==> src/rtl/branch_flag_resolver.sv <==
// -----------------------------------------------------------------------------
// branch_flag_resolver
//
// One-entry registered stage between the execute-stage flagger and PC-update
// logic. Takes the Z/N/V/C flags of (rs1 - rs2), resolves the RISC-V
// conditional branch selected by funct3, and holds taken / next_pc / illegal /
// misaligned until downstream accepts. Also keeps saturating taken and
// not-taken counters of accepted results.
//
// Ports
//   clk, reset_n         clock, async active-low reset
//   in_valid / in_ready  upstream handshake (in_ready = EMPTY || out_ready)
//   funct3, flags        branch selector and flagger output {C,V,N,Z}
//   pc, imm              branch address and sign-extended B-type offset
//   flush                drop held entry and any same-cycle capture
//   out_valid/out_ready  downstream handshake
//   taken, next_pc       resolved direction and target (pc+imm or pc+4)
//   illegal, misaligned  funct3 in {010,011}; taken target not word aligned
//   cnt_clear            synchronous clear of both counters
//   taken_cnt, not_taken_cnt  saturating counts of accepted results
// -----------------------------------------------------------------------------
module branch_flag_resolver #(
  parameter int WORDSIZE = 64,
  parameter int CNT_W    = 32
) (
  input  logic                clk,
  input  logic                reset_n,
  input  logic                in_valid,
  output logic                in_ready,
  input  logic [2:0]          funct3,
  input  logic [3:0]          flags,
  input  logic [WORDSIZE-1:0] pc,
  input  logic [WORDSIZE-1:0] imm,
  input  logic                flush,
  output logic                out_valid,
  input  logic                out_ready,
  output logic                taken,
  output logic [WORDSIZE-1:0] next_pc,
  output logic                illegal,
  output logic                misaligned,
  input  logic                cnt_clear,
  output logic [CNT_W-1:0]    taken_cnt,
  output logic [CNT_W-1:0]    not_taken_cnt
);

  typedef enum logic {ST_EMPTY = 1'b0, ST_FULL = 1'b1} state_t;

  state_t r_state, w_state_nxt;

  logic w_z, w_n, w_v, w_c;
  logic w_taken, w_illegal, w_mis;
  logic [WORDSIZE-1:0] w_next_pc;
  logic w_capture, w_consume;

  logic                r_taken, r_illegal, r_mis;
  logic [WORDSIZE-1:0] r_next_pc;
  logic [CNT_W-1:0]    r_taken_cnt, r_not_taken_cnt;

  // ---------------------------------------------------------------------------
  // Branch resolution (combinational from the incoming request)
  // ---------------------------------------------------------------------------
  assign {w_c, w_v, w_n, w_z} = flags;

  always_comb begin
    w_taken   = 1'b0;
    w_illegal = 1'b0;
    case (funct3)
      3'b000:  w_taken = w_z;              // BEQ
      3'b001:  w_taken = ~w_z;             // BNE
      3'b100:  w_taken = w_n ^ w_v;        // BLT
      3'b101:  w_taken = ~(w_n ^ w_v);     // BGE
      3'b110:  w_taken = ~w_c;             // BLTU: carry clear means a < b
      3'b111:  w_taken = w_c;              // BGEU
      default: w_illegal = 1'b1;           // 010/011 are not branches
    endcase
  end

  // Both sums wrap at WORDSIZE bits; the carry is intentionally dropped.
  assign w_next_pc = w_taken ? (pc + imm) : (pc + WORDSIZE'(4));
  assign w_mis     = w_taken && (w_next_pc[1:0] != 2'b00);

  // ---------------------------------------------------------------------------
  // Handshake qualifiers; flush overrides both directions
  // ---------------------------------------------------------------------------
  assign w_capture = in_valid  && in_ready  && !flush;
  assign w_consume = out_valid && out_ready && !flush;

  // ---------------------------------------------------------------------------
  // FSM: state register
  // ---------------------------------------------------------------------------
  always_ff @(posedge clk or negedge reset_n) begin
    if (!reset_n) r_state <= ST_EMPTY;
    else          r_state <= w_state_nxt;
  end

  // FSM: next state
  always_comb begin
    w_state_nxt = r_state;
    if (flush) begin
      w_state_nxt = ST_EMPTY;
    end else begin
      case (r_state)
        ST_EMPTY: if (w_capture) w_state_nxt = ST_FULL;
        ST_FULL:  begin
          // Back-to-back consume + capture keeps the stage full.
          if (w_consume && !w_capture) w_state_nxt = ST_EMPTY;
        end
        default:  w_state_nxt = ST_EMPTY;
      endcase
    end
  end

  // FSM: outputs. in_ready depends only on state and out_ready, so there is
  // no combinational path from in_valid to out_valid.
  always_comb begin
    out_valid = (r_state == ST_FULL);
    in_ready  = (r_state == ST_EMPTY) || out_ready;
  end

  // ---------------------------------------------------------------------------
  // Result holding register: loads only on an accepted, unflushed capture, so
  // values stay put while stalled.
  // ---------------------------------------------------------------------------
  always_ff @(posedge clk or negedge reset_n) begin
    if (!reset_n) begin
      r_taken   <= 1'b0;
      r_illegal <= 1'b0;
      r_mis     <= 1'b0;
      r_next_pc <= '0;
    end else if (w_capture) begin
      r_taken   <= w_taken;
      r_illegal <= w_illegal;
      r_mis     <= w_mis;
      r_next_pc <= w_next_pc;
    end
  end

  assign taken      = r_taken;
  assign illegal    = r_illegal;
  assign misaligned = r_mis;
  assign next_pc    = r_next_pc;

  // ---------------------------------------------------------------------------
  // Performance counters: bump on an output handshake, saturate at all-ones.
  // Illegal results are never taken, so they land in the not-taken count.
  // ---------------------------------------------------------------------------
  always_ff @(posedge clk or negedge reset_n) begin
    if (!reset_n) begin
      r_taken_cnt     <= '0;
      r_not_taken_cnt <= '0;
    end else if (cnt_clear) begin
      r_taken_cnt     <= '0;
      r_not_taken_cnt <= '0;
    end else if (w_consume) begin
      if (r_taken) begin
        if (!(&r_taken_cnt)) r_taken_cnt <= r_taken_cnt + CNT_W'(1);
      end else begin
        if (!(&r_not_taken_cnt)) r_not_taken_cnt <= r_not_taken_cnt + CNT_W'(1);
      end
    end
  end

  assign taken_cnt     = r_taken_cnt;
  assign not_taken_cnt = r_not_taken_cnt;

endmodule

==> config.mk <==
export PLATFORM = sky130hd
export DESIGN_NAME = branch_flag_resolver
export DESIGN_NICKNAME = d
export VERILOG_FILES = /design/src/rtl/branch_flag_resolver.sv
export SDC_FILE = /design/constraint.sdc
export NUM_CORES = 1
export LEC_CHECK = 0
export BUFFER_PORTS_ARGS = -buffer_cell sky130_fd_sc_hd__buf_2
export CAP_MARGIN = 20
export CORE_MARGIN = 2
export CORE_UTILIZATION = 27
export DETAILED_ROUTE_END_ITERATION = 8
export PLACE_DENSITY_LB_ADDON = 0.25
export RECOVER_POWER = 25
export SLEW_MARGIN = 20
export SYNTH_ARGS = -nofsm -noshare
export SYNTH_HDL_FRONTEND = slang
export SYNTH_SLANG_ARGS = --single-unit
export TNS_END_PERCENT = 1
==> constraint.sdc <==
create_clock -name clk -period 4.04 [get_ports clk]
set_input_delay 0.808 -clock clk [delete_from_list [all_inputs] [get_ports clk]]
set_output_delay 0.808 -clock clk [all_outputs]
set_load 0.05 [all_outputs]
==> metrics.cfg <==
[run_status]
status=finished, violations left
violations=capacitance limit, slew limit

[route]
postRouteAntennaNets=0
wire_per_inst_um=18.72
vias_per_cell=5.153
first_pass_iters=5
drc=0
drtIter0Drc=908
via_count=11520
drt-total-wl_um=41850

[cells_and_area]
regArea_sq_um=3303
final_common_cell=buf_2
antenna_cells=0
multiInputGateArea_sq_um=7513
mostFrequentLayoutCells=buf_2, nand2_1, nor2_1, dfrtp_1, a21oi_1
drive_gt1_share_pct=21.32
layout-area-overhead-vs-synth_pct=23.22
utilization_pct=33.74
fill_cells=4414
final_cells=2235
finalNetCount=1898
finalInstanceArea_sq_um=13780

[setup_path]
path_cells=buf_2 -> ha_1 -> inv_1 -> fa_1 -> nand2b_1 -> a21oi_2 -> o211ai_2 -> a211oi_1 -> o21ai_1 -> a211oi_2 -> o21ai_1 -> and2_1 -> mux2i_1 -> a221o_1
crit_type=in -> reg
slowest_delay_ns=0.50
cpMostUsedCell=o21ai_1
critPathSlowestCell=a211oi_1
cp-start-kind=input pin
critPathMaxFanout=3
arrival_ns=4.02
required_ns=4.41
end_kind=flop

[sta]
skew_ns=0.007859
setup_ws_ns=0.3890
finalHoldViolations=0
slew_headroom_pct=-56.09
period_share_pct=90.37
max_freq_ghz=0.2739
setup_viol=0
rsz0062_at_grt=no
slew_violations=88
hold_ws_ns=0.4650
worst_pin_slew_ns=2.341
post-route-min-period_ns=3.651

[grt]
grt_max_degree=88
grt_antenna_before_repair=0
grt_overflow=0
grt_pass1_wl_um=65110
grt_pass1_vias=11260
grt_usage_pct=19.37

[power]
power_density_nw_per_um2=365.3
p_sw_mw=2.136
p_int_mw=2.896
power_frac_clock_pct=31.0
seq_power_share_pct=31.0
power_frac_comb_pct=38.0
p_leak_nw=6.360
vdd_drop_max_v=0.0001896
switching_share_pct=42.46

[clocking]
cts_made_buffers=17
htreeDepth=4
numClockSinks=132
cts-root-buf=clkbuf_16
hold_buffers=0
cts_resized=0
postCtsSetupBuffers=0
cts_tree=done
clockBufferDepth=2
path_clk_slew_ns=0.06
clk-insertion-delay-late_ns=0.48

[yosys]
syn_nets=1639
ys_top_cells_by_area=dfrtp_1, ha_1, xor2_1
synth_edf_count=0
synth_area_per_cell_sq_um=7.812
yosys_warnings=0
yosysTopAreaCell=dfrtp_1
synth_area_sq_um=11180
ys_ff_latch=132
synth-seq-area-share_pct=29.55
synth_top_area_share_pct=29.55
synthFlopType=dfrtp_1
synthArstFlopShare_pct=100.0
ys_types=82
syn_inst=1431

[placed_design]
place_area_sq_um=13220
gp_congestion=0.8834
dp.cells=2203
port_buffers=273
hpwl_um=32870
dp_slack_ns=-0.02922

[flow_run]
cap_violations=1

[floorplanning]
die_height_um=207.5
dieArea_sq_um=43050
die_w_um=207.5
rows=74
pin_count=274
core_sq_um=40830
start_util_pct=27.38

[hold_path]
hp-class=reg -> reg

[metrics by stage]
stage,setup TNS [ns],power (mW)
after floorplan,0,2.863
after detailed placement,-0.02922,3.491
after global routing,0,5.308
final,0,5.032
after global placement,-0.006751,3.488
after CTS,0,5.098
[worst max-delay path: cells and delay by family]
kind            cells  cell delay, ns
compound gates      7            1.96
mux                 1            0.13
simple gates        2            0.40
fa+ha+maj           2            0.54
buf+inv             2            0.15
[Yosys cell counts (all sizes together) (14+ instances only)]
library cell / n
buf: 15
nor2: 164
a31oi: 14
ha: 66
dfrtp: 132
o21ai: 108
a21o: 44
nand2: 185
and3: 24
nand3: 67
xnor2: 65
nor3: 26
a21oi: 126
or3: 17
clkbuf: 51
inv: 29
xor2: 94
nand4: 43
[cell type report]
type / count / area share (%)
sequential: 132 / 23.98
timing repair buffer: 306 / 11.74
clock inverter: 13 / 0.8992
multi-input combinational: 1204 / 54.54
clock buffer: 19 / 3.215
tap: 532 / 4.832
inverter: 29 / 0.7902
[power by group through the flow]
stage	clock (mW)	combinational, mW	sequential (mW)
5_1_grt	1.67	2.07	1.58
3_5_place_dp	0	1.91	1.58
6_report	1.56	1.91	1.56
2_1_floorplan	0	0.788	2.07
3_3_place_gp	0	1.90	1.58
4_1_cts	1.62	1.92	1.56
[kinds of logic after synthesis]
kind of cell	synth area share (%)
adder cells (fa/ha/maj)	7.566
AND/OR/NAND/NOR	25.06
XOR/XNOR	12.46
AO/OA/AOI/OAI	21.38
flip-flops	29.55
multiplexers	0.6491
buffers and inverters	3.346
[worst paths after layout]
kind	end	start	slack, ns	cells after the start
hold reg to reg	illegal	illegal	0.46	2
setup reg to reg	not_taken_cnt[31]	not_taken_cnt[14]	1.09	11
setup / recovery	next_pc[56]	pc[0]	0.39	14
min in group asynchronous	taken_cnt[12]	reset_n	1.02	1
max in group asynchronous	next_pc[18]	reset_n	1.18	2
hold / removal	illegal	illegal	0.46	2
[state kept, by name, summed over array words and instances (netlist names)]
register and flops:
next_pc 64, illegal 1, out_valid 1, taken 1
taken_cnt 32, misaligned 1, not_taken_cnt 32
[per-layer routing]
metal	vias up	wire, um	GRT usage (%)
met3	61	2753	5.325
met5	-	0	0
met2	384	18670	29.90
li1	5627	-	-
met1	5446	19250	25.82
met4	0	1174	7.118
(Power assumes the default switching activity.)
